File: src/rtl/simplemem_pkg.sv
// Shared constants and state encoding for the CPU-side memory responder and boot loader.
package simplemem_pkg;

   localparam int unsigned AW    = 6;
   localparam int unsigned DW    = 9;
   localparam int unsigned DEPTH = 64;

   localparam logic [AW-1:0] LASTADDR = AW'(DEPTH - 1);
   localparam logic [DW-1:0] ZEROWORD = '0;

   typedef enum logic [1:0] {
      LOAD = 2'b00,
      FILL = 2'b01,
      RUN  = 2'b10
   } state_t;

endpackage

File: src/rtl/memarray.sv
// Word RAM with one synchronous write port and an asynchronous read port; contents are not reset.
module memarray
   import simplemem_pkg::*;
(
   input  logic          clk,
   input  logic          we,
   input  logic [AW-1:0] waddr,
   input  logic [DW-1:0] wdata,
   input  logic [AW-1:0] raddr,
   output logic [DW-1:0] rdata
);

   logic [DW-1:0] mem [DEPTH];

   always_ff @(posedge clk) begin
      if (we) begin
         mem[waddr] <= wdata;
      end
   end

   assign rdata = mem[raddr];

endmodule

File: src/rtl/simplemem_loader.sv
// Memory responder for the CPU: boot-loads a program over a valid/ready port, zero-fills the rest,
// then serves CPU reads/writes while HOLD keeps the CPU parked during loading.
module simplemem_loader
   import simplemem_pkg::*;
(
   input  logic          clk,
   input  logic          CLR,
   input  logic          READ,
   input  logic          WRITE,
   input  logic [AW-1:0] A,
   input  logic [DW-1:0] DATA,
   output logic [DW-1:0] D,
   input  logic          LDVALID,
   input  logic [DW-1:0] LDDATA,
   input  logic          LDLAST,
   output logic          LDREADY,
   input  logic          RELOAD,
   output logic          HOLD,
   output logic          ERR
);

   state_t        state;
   logic [AW-1:0] ptr;
   logic          hold_q;
   logic          err_q;

   logic          in_load;
   logic          in_fill;
   logic          in_run;
   logic          accept;
   logic          cpu_wr;
   logic          we;
   logic [AW-1:0] waddr;
   logic [DW-1:0] wdata;
   logic [DW-1:0] rdata;

   assign in_load = (state == LOAD);
   assign in_fill = (state == FILL);
   assign in_run  = (state == RUN);

   assign LDREADY = in_load && !CLR;
   assign accept  = LDREADY && LDVALID;
   // A simultaneous READ wins over WRITE so the conflicting write never lands.
   assign cpu_wr  = in_run && WRITE && !READ && !CLR;

   // Single write port shared by loader, zero-fill and CPU.
   always_comb begin
      we    = 1'b0;
      waddr = ptr;
      wdata = ZEROWORD;
      if (accept) begin
         we    = 1'b1;
         wdata = LDDATA;
      end else if (in_fill && !CLR) begin
         we    = 1'b1;
      end else if (cpu_wr) begin
         we    = 1'b1;
         waddr = A;
         wdata = DATA;
      end
   end

   memarray u_mem (
      .clk   (clk),
      .we    (we),
      .waddr (waddr),
      .wdata (wdata),
      .raddr (A),
      .rdata (rdata)
   );

   assign D    = (in_run && READ && !CLR) ? rdata : ZEROWORD;
   assign HOLD = hold_q;
   assign ERR  = err_q;

   always_ff @(posedge clk) begin
      if (CLR) begin
         state  <= LOAD;
         ptr    <= '0;
         hold_q <= 1'b1;
         err_q  <= 1'b0;
      end else begin
         if ((!in_run && (READ || WRITE)) || (in_run && READ && WRITE)) begin
            err_q <= 1'b1;
         end
         case (state)
            LOAD: begin
               if (accept) begin
                  ptr <= ptr + AW'(1);
                  if (ptr == LASTADDR) begin
                     state  <= RUN;
                     hold_q <= 1'b0;
                  end else if (LDLAST) begin
                     state <= FILL;
                  end
               end
            end
            FILL: begin
               ptr <= ptr + AW'(1);
               if (ptr == LASTADDR) begin
                  state  <= RUN;
                  hold_q <= 1'b0;
               end
            end
            RUN: begin
               if (RELOAD) begin
                  state  <= LOAD;
                  ptr    <= '0;
                  hold_q <= 1'b1;
               end
            end
            default: begin
               state  <= LOAD;
               ptr    <= '0;
               hold_q <= 1'b1;
            end
         endcase
      end
   end

endmodule

File: config.mk
export PLATFORM = sky130hd
export DESIGN_NAME = simplemem_loader
export DESIGN_NICKNAME = d
export VERILOG_FILES = /design/src/rtl/simplemem_pkg.sv /design/src/rtl/memarray.sv /design/src/rtl/simplemem_loader.sv
export SDC_FILE = /design/constraint.sdc
export NUM_CORES = 1
export LEC_CHECK = 0
export ABC_AREA = 1
export CAP_MARGIN = 15
export CORE_ASPECT_RATIO = 1.25
export CORE_MARGIN = 1.5
export CORE_UTILIZATION = 45
export CTS_BUF_LIST = sky130_fd_sc_hd__clkbuf_8
export DETAILED_ROUTE_END_ITERATION = 8
export SLEW_MARGIN = 15
export SYNTH_ARGS = -nofsm -noshare
export SYNTH_HDL_FRONTEND = slang
export SYNTH_SLANG_ARGS = --single-unit
File: constraint.sdc
create_clock -name clk -period 5.2 [get_ports clk]
set_clock_uncertainty 0.1 [all_clocks]
set_input_delay 0.52 -clock clk [delete_from_list [all_inputs] [get_ports clk]]
set_output_delay 0.52 -clock clk [all_outputs]
set_load 0.005 [all_outputs]
==> results of run 1 <==
final timing paths:
kind | from | to | slack, ps | depth (start not counted)
max | A[0] | D[3] | 1040 | 12
min | LDLAST | state[0] | 340 | 3
max reg2reg | state[1] | u_mem.mem[49][5] | 1620 | 6
min reg2reg | ptr[5] | ptr[5] | 360 | 1
critical path, cell delays in order:
cell,delay [ps]
clkbuf_8,320
inv_8,470
buf_4,420
nand2_1,90
nand3_1,80
nand3_1,150
nand2_1,120
nand2_1,60
nand3_1,150
nand3_1,120
a21oi_1,380
clkdlybuf4s50_1,590
registers in the layout, indices dropped and copies added, names as in the netlist:
signal,cells
ptr,6
HOLD,1
state,2
ERR,1
u_mem.mem,576
cell families (layout without fill, tap and decap cells):
kind of cell | count (synthesis) | in the layout
buf+inv | 156 | 273
flops | 586 | 586
fa+ha+maj | 1 | 1
other cells | 0 | 1
simple gates | 1332 | 1332
compound gates | 39 | 39
cell usage in the layout, fill, tap and decap left out, types with 4 or more instances in the layout:
| master | n |
|---|---|
| buf_4 | 30 |
| nor2_1 | 72 |
| dfxtp_1 | 10 |
| buf_12 | 7 |
| clkinv_2 | 10 |
| o21ai_4 | 11 |
| clkdlybuf4s50_1 | 39 |
| a21oi_1 | 16 |
| nand3_1 | 501 |
| nand2_1 | 742 |
| clkinv_1 | 30 |
| edfxtp_1 | 576 |
| inv_2 | 4 |
| clkbuf_8 | 92 |
| nand4_4 | 6 |
| bufinv_16 | 4 |
| o21ai_0 | 4 |
| inv_1 | 51 |
cell type report:
class,instances,area (µm²),share of cell area
sequential,586,17500,0.647
multi-input combinational,1372,6160,0.228
clock buffer,91,1250,0.0463
tap,672,841,0.0311
timing repair buffer,78,774,0.0286
clock inverter,71,394,0.0146
inverter,33,135,0.00499
antenna,1,2.50,0.0000925
routing by layer:
layer | global-route usage | vias up
met5 | 0 | -
met4 | 0.111 | 0
met3 | 0.0402 | 129
met2 | 0.387 | 585
met1 | 0.303 | 7881
li1 | - | 7522
power groups by stage:
| stage | sequential (mW) | clock (mW) | combinational, mW |
|---|---|---|---|
| floorplan | 5.30 | 0 | 0.369 |
| global placement | 5.29 | 0 | 0.610 |
| detailed placement | 5.29 | 0 | 0.617 |
| CTS | 5.19 | 3.64 | 0.618 |
| global route | 5.19 | 3.82 | 0.672 |
| finish | 5.19 | 3.59 | 0.617 |
==> metrics, run 1 <==
routed wl met2 31200 µm; Post-synth EDFFs 576; post-layout util 0.512; Max Root-Sink Buffers 3; post-CTS sizing 0; Setup crit start kind input pin; Antenna Nets Post-Route 0; clock network fraction of design power 0.382; Setup violations, final 0; Pins Over Slew Limit 0; Fmax achieved 240 MHz; filler instances 4559; Synth Area in Compound Gates 0.0107; TritonCTS Buffers 88; Synth top area share 0.715; DR vias/cell 5.55; met1 wire length 26300 µm; Initial Util 0.458; sequential power share 0.552; vias in the first global route 15700; wire per inst 22.1 µm; Yosys cell types 30; YS warnings 0; Post-DP Area 0.0254 mm²; Slew @ Worst Pin 1020 ps; Final Net Count 2191; post-synthesis mux area share 0; net switching fraction of the power 0.237; Synth Area in Adders 0.000517; largest net degree at the start of global routing 118; max-cap viol count 0; Root Buffer clkbuf_8; CTS tree done; initial antenna violation count 1; WS Path Type in -> out; Switch Pwr 2.22 mW; peak supply drop 0.168 mV; post-synthesis xor/xnor area fraction 0; # clock sinks 586; Global Route Usage Sum 0.234; Synth area leader edfxtp_1; ys async rst share 0; post-route cell area 0.0271 mm²; RSZ-0062 raised after global routing no; Seq/Total Area, Yosys 0.724; CTS Hold Bufs 0; synthesized area 0.0242 mm²; share of cells above drive strength 1 0.0816; period utilization 0.801; total power 9.39 mW; max_slew headroom 0.321; Mapped Cells 2114; Inst Count DP 2741; Die H 262 µm; Post-Synth Simple-Gate Area 0.239; global-route wire length before repair 95700 µm; max layer used met4; WHS 335 ps; Die X 210 µm; H-tree levels 3; crit-path max FO 73; area growth from synthesis to final layout 11.9%; most frequent cell after synthesis nand2_1; num rows 94; Top FF cell, synth edfxtp_1; WP data required 4580 ps; non-filler cells, final 2904; DR WL met3 4120 µm; Skew-Pair Late Insertion Delay 670 ps; Port-buffer cells 42; Clock Pin Slew Worst Setup and Hold Paths 60 ps; Detailed Route WL 64100 µm; Tmin final 4160 ps; main combinational cell family by area after synthesis simple AND/OR/NAND/NOR gates; P per Cell Area 347 mW/mm²; Vias 16100; die area 0.0551 mm²; Core Box Area 0.0528 mm²; Post-DP HPWL 38000 µm; post-route worst setup slack 1040 ps; Top Ports 43; Syn Nets 2146; Internal 7.17 mW; FF+latch count, synth 586; Combinational Power Share 0.066; Worst setup EP type primary output; DRC 0; dominant cells by area after synthesis edfxtp_1 72%, nand2_1 12%, nand3_1 10%; Synth top cells by count 742 x nand2_1, 576 x edfxtp_1, 501 x nand3_1; grt ovf 0; status finished clean; data arrival time of the worst path 3540 ps; Post-CTS Setup Inserts 0; GP Congestion 0.838; static leakage 9.89 nW; DR iter-0 viols 1332; Hold Vio Cnt, Final 0; DRT Pass-1 Iters 7; Avg Inst Size Synth 11.4 µm²; worst slack at placement 1010 ps; Final TNS setup 0 ps; min-delay worst type in -> reg
No activity file was read; power rests on OpenSTA's default activity.
==> run 2, diff against run 1 <==
==> constraint.sdc (replaced) <==
create_clock -name clk -period 3.4 [get_ports clk]
set_clock_uncertainty 0.1 [all_clocks]
set_input_delay 0.34 -clock clk [delete_from_list [all_inputs] [get_ports clk]]
set_output_delay 0.34 -clock clk [all_outputs]
set_load 0.005 [all_outputs]
==> run 2 against run 1 <==
Register-to-register slack lost 990 ps. Sequential power rose by 53%. Clock power up 43%. Largest cell class unchanged. Highest routed layer unchanged.
==> metrics, run 2 (synthesized netlist as in run 1, its figures left out) <==
peak supply drop 0.337 mV (+100%); wire per inst 21.0 µm (-4.7%); num rows 94 (unchanged); DRT Pass-1 Iters 5 (-2); TritonCTS Buffers 88 (unchanged); Pins Over Slew Limit 0 (unchanged); area growth from synthesis to final layout 15.0%; Vias 16200 (+0.72%); reg2reg path depth 10 (+4); Core Box Area 0.0528 mm² (unchanged); CTS Hold Bufs 0 (unchanged); die area 0.0551 mm² (unchanged); largest net degree at the start of global routing 97 (-18%); Post-CTS Setup Inserts 0 (unchanged); post-layout util 0.527 (+0.0144); Global Route Usage Sum 0.231 (-0.00283); status finished clean; DR iter-0 viols 1242 (-6.8%); Final TNS setup 0 ps (unchanged); H-tree levels 3 (unchanged); Die H 262 µm (unchanged); reg2reg start state[1]; DR vias/cell 5.44 (-1.9%); period utilization 0.991; P per Cell Area 505 mW/mm² (+46%); static leakage 10.3 nW (+4.5%); met1 wire length 25900 µm (-1.5%); max layer used met4; Top reg by flops u_mem.mem; Slew @ Worst Pin 790 ps (-225 ps); vias in the first global route 15900 (+0.84%); # clock sinks 586 (unchanged); commonest non-fill, non-tap cell in the layout nand2_1; max reg flops 576 (unchanged); share of cells above drive strength 1 0.119 (+0.0375); commonest non-fill, non-tap cells in the layout 742 x nand2_1, 576 x edfxtp_1, 501 x nand3_1; max-cap viol count 0 (unchanged); Clock Pin Slew Worst Setup and Hold Paths 70 ps (about the same); FF-to-FF End u_mem.mem[15][7]; DRC 0 (unchanged); Port-buffer cells 42 (unchanged); Fmax achieved 297 MHz; RSZ-0062 raised after global routing yes; GP Congestion 0.856 (+2.1%); Top Ports 43 (unchanged); min-delay worst type in -> reg; crit-path max FO 9 (-88%); Detailed Route WL 62800 µm (-2.1%); WHS Endpoint state[0]; CTS tree done; WP data required 2960 ps (-1620 ps); Setup crit start kind flop; Skew-Pair Late Insertion Delay 680 ps (about the same); data arrival time of the worst path 2930 ps (-610 ps); Tmin final 3370 ps; Top Registers u_mem.mem (576), ptr (6), state (2); Setup violations, final 0 (unchanged); Worst setup EP type primary output; WHS Path Cells 3 (unchanged); Post-DP HPWL 37100 µm (-2.3%); Initial Util 0.458 (unchanged); initial antenna violation count 1 (unchanged); DR WL met3 4190 µm (+1.8%); WS Path Type reg -> out; worst min-delay path startpoint LDLAST; Max Root-Sink Buffers 3 (unchanged); max_slew headroom 0.471 (+0.151); Root Buffer clkbuf_8; Die X 210 µm (unchanged); routed wl met2 31100 µm (-0.31%); Hold Vio Cnt, Final 0 (unchanged); global-route wire length before repair 95100 µm (-0.65%); grt ovf 0 (unchanged); r2r setup slk 630 ps (-990 ps); Antenna Nets Post-Route 0 (unchanged); Final Net Count 2283 (+4.2%)
run 2: power breakdown:
part           switching [mW]  internal (mW)
registers             0.00659           7.93
clock network            2.63           2.50
logic                   0.694          0.296
run 2: layer usage:
metal / vias up / track usage
met1: 7891 / 0.309
met3: 91 / 0.0332
met2: 561 / 0.390
li1: 7690 / -
met5: - / 0
met4: 0 / 0.0817
run 2: worst max-delay path, stage by stage, from the launching register on:
cell and delay (ps):
dfxtp_1 480, nand2_2 130, nor2_4 120, nand2_1 360, a21oi_1 540, clkdlybuf4s50_1 600
run 2: worst max-delay path by stage:
| stage | from | to | slack (ps) |
|---|---|---|---|
| after floorplan | state[1] | u_mem.mem[0][0] | -890 |
| after global placement | A[1] | D[2] | 170 |
| after detailed placement | A[1] | D[2] | 200 |
| after CTS | state[1] | D[2] | 40 |
| after global routing | A[0] | D[2] | -40 |
| final | state[1] | D[2] | 30 |
run 2: what timing repair did:
item / 4_1_cts / 5_1_grt
gates resized for setup: 0 / 0
endpoints found under the setup margin: 0 / 2
hold endpoints to repair: 0 / 0
run 2: per-stage QoR:
step / std cells / power (mW) / worst slack [ps] / hold WS (ps) / area, µm²
3_3_place_gp: 2833 / 9.07 / 171 / 337 / 26300
2_1_floorplan: 2114 / 8.67 / -894 / 309 / 24200
5_1_grt: 2983 / 14.5 / -43.7 / 237 / 27800
6_report: 2983 / 14.1 / 30.0 / 203 / 27800
3_5_place_dp: 2833 / 9.08 / 199 / 346 / 26300
4_1_cts: 2982 / 14.2 / 38.5 / 165 / 27800
run 2: final cells by class:
cell class | count | area [µm²]
fillers | 4574 | 25000
multi-input cells | 1372 | 6160
clock inverters | 60 | 292
flip-flops and latches | 586 | 17500
well taps | 672 | 841
inverters | 33 | 135
repair buffers | 170 | 1670
clock buffers | 89 | 1220
diodes | 1 | 2.50
==> edit, RTL diff (flow settings as in run 1) <==
`DW`: 9 -> 11.
--- a/src/rtl/simplemem_pkg.sv
+++ b/src/rtl/simplemem_pkg.sv
@@ -2,7 +2,7 @@
 package simplemem_pkg;
 
    localparam int unsigned AW    = 6;
-   localparam int unsigned DW    = 9;
+   localparam int unsigned DW    = 11;
    localparam int unsigned DEPTH = 64;
 
    localparam logic [AW-1:0] LASTADDR = AW'(DEPTH - 1);
Ports: changed (resized D, DATA and LDDATA); port bits go from 43 to 49. The function was not compared with the original's and may differ.
==> edit against run 1 <==
Clock power grew 21%; fmax fell by 4.3%; sequential cell count increased by 128; count of clock-buffer cells in the layout increased by 19; highest routed layer unchanged; power grew 22%; via count increased by 23%; routed wire length increased by 23%; largest power group unchanged; largest cell class unchanged; synthesized area is 22% higher; die area rose by 21%; cell count is 24% higher; register-to-register slack better by 0.09 ns; worst setup slack worse by 0.19 ns; cell area grew 23%.
==> edit: results (changes against run 1) <==
CLOCK TREE
--------------------------------------------------------------------------
Bufs on Longest Clock Path                                               3   unchanged
Clock slew at reported path FFs                                    0.07 ns
Clock Latency Late Sink                                            0.71 ns   +0.04 ns
Setup bufs post-CTS                                                      0   unchanged
Clock buffer count from CTS                                            108   +23%

PLACEMENT
--------------------------------------------------------------------------
Routability-driven placement congestion ratio                        0.890   +6.2%
Worst slack at placement                                           1.04 ns   +0.0350 ns
Dpl cells                                                             3388   +24%
Area of placed instances                                         31400 µm²   +23%
Sum of net half-perimeters after detailed placement               44500 µm   +17%
Port Buffer Count                                                       48   +14%

PWR
--------------------------------------------------------------------------
Leakage power                                                      12.3 nW   +24%
Maximum vdd ir drop                                             0.000179 V   +7.0%

SYNTH
--------------------------------------------------------------------------
EDFF count, synth                                                      704   +22%
Commonest register cell after synthesis                           edfxtp_1
Library cells used by synthesis                                         30   unchanged
Seq/Total Area, Yosys                                                72.5%   +0.18 points
Post-synthesis sequential element count                                714   +22%
Syn Area/Cell                                                     11.5 µm²   +0.87%
Largest cells by area after synthesis                         edfxtp_1 (72%), nand2_1 (11%), nand3_1 (10%)
Synth async-reset ratio                                                 0%   unchanged
Post-synth top cells                                          nand2_1 (895), edfxtp_1 (704), nand3_1 (610)
Synthesized net count                                                 2586   +21%

ROUTING
--------------------------------------------------------------------------
Post-DR vias/cell                                                     5.51   -0.76%
Routed length on met2                                             37400 µm   +20%
Detailed route wirelength on metal3                                6800 µm   +65%
Detailed Route Iter0 Violations                                       2277   +71%
Met1 wire length                                                  32700 µm   +24%
Max layer used                                                        met4
Total Routed Length                                               79000 µm   +23%
Detailed Routing Iterations Pass 1                                       5   -2

WORST SETUP PATH
--------------------------------------------------------------------------
Endpoint arrival time on the critical path                         3.73 ns   +0.19 ns
Crit-path max cell delay                                           0.64 ns   +0.05 ns
Cell with the biggest individual delay on the critical path   clkdlybuf4s50_1
Crit Path Max Fanout                                                    93   +27%
Critical path buffer and inverter count                                  4   unchanged
Crit-path leading delay family                                buffers and inverters

FINAL LAYOUT
--------------------------------------------------------------------------
Final cell count without fillers                                      3590   +24%
Layout cells sized above 1                                           10.8%   +2.6 points
Register with the most flip-flops                                u_mem.mem
Nets@finish                                                           2686   +23%
Fill cell total of the finished layout                                5660   +24%
Regs by FF count                                              u_mem.mem: 704 flops, ptr: 6 flops, state: 2 flops

GLOBAL ROUTE
--------------------------------------------------------------------------
Global-route usage over all layers                                   23.8%   +0.38 points
Largest net degree at the start of global routing                      148   +25%
Via count of the first global-routing pass                           19200   +22%
Antenna violations before repair                                         2   +1
Global-route wire length before repair                           119000 µm   +24%

STA
--------------------------------------------------------------------------
Slew @ Worst Pin                                                   1.15 ns   +0.130 ns

STATUS
--------------------------------------------------------------------------
Status                                                           completed

WORST HOLD PATH
--------------------------------------------------------------------------
Worst min path class                                          primary input to register

==> edit: cell types whose count changed after synthesis, sizes merged <==
cell / run 1 / this run
clkbuf: 75 / 100
nand2: 745 / 905
buf: 48 / 55
a21oi: 16 / 18
o21ai: 19 / 21
inv: 29 / 33
nand3: 501 / 611
edfxtp: 576 / 704
clkinv: 4 / 2
==> edit: path summary, 6_finish.rpt <==
check        slack, ns  depth (start not counted)                    endpoint             startpoint
min reg2reg       0.36                          1         ptr[5]$_SDFFE_PP0P_    ptr[5]$_SDFFE_PP0P_
max reg2reg       1.71                          7  u_mem.mem[49][3]$_DFFE_PP_  state[1]$_SDFFE_PP0P_
min               0.34                          3       state[0]$_SDFFE_PP0P_                 LDLAST
max               0.85                         12                        D[6]                   A[0]
==> edit: cell type report <==
class	instances	area, µm²	share of cell area [%]
antenna	1	2.50	0.00750
sequential	714	21300	64.0
multi-input combinational	1646	7430	22.3
clock buffer	110	1510	4.54
timing repair buffer	145	1360	4.08
tap	848	1060	3.18
clock inverter	91	497	1.49
inverter	35	161	0.484
==> edit: layer usage <==
metal / vias up / global-route usage, %
met5: - / 0
met2: 817 / 37.7
met1: 9665 / 32.5
met4: 0 / 8.67
met3: 121 / 5.18
li1: 9170 / -
==> edit: logic make-up (layout without fill, tap and decap cells) <==
kind of cell,count (synthesis),in the layout,share of synthesized area (%)
other,0,1,0
flip-flops,714,714,72.5
AND/OR/NAND/NOR,1602,1602,23.8
buffers and inverters,190,381,2.64
AO/OA/AOI/OAI,43,43,0.982
adder cells (fa/ha/maj),1,1,0.0425
==> edit: report_power, final <==
part	leakage, nW	switching, mW	internal [mW]	total, mW
clock	1.14	2.17	2.17	4.34
combinational	4.58	0.559	0.201	0.760
sequential	6.57	0.00490	6.32	6.33
total	12.3	2.73	8.69	11.4
==> edit: worst register-to-register path, stage by stage (launching register included) <==
cell,delay [ns]
dfxtp_1,0.49
nand2_2,0.13
nor2_4,0.12
nand3b_4,0.50
o21ai_4,0.59
nand4_4,0.35
nor2_1,0.63
buf_4,0.28
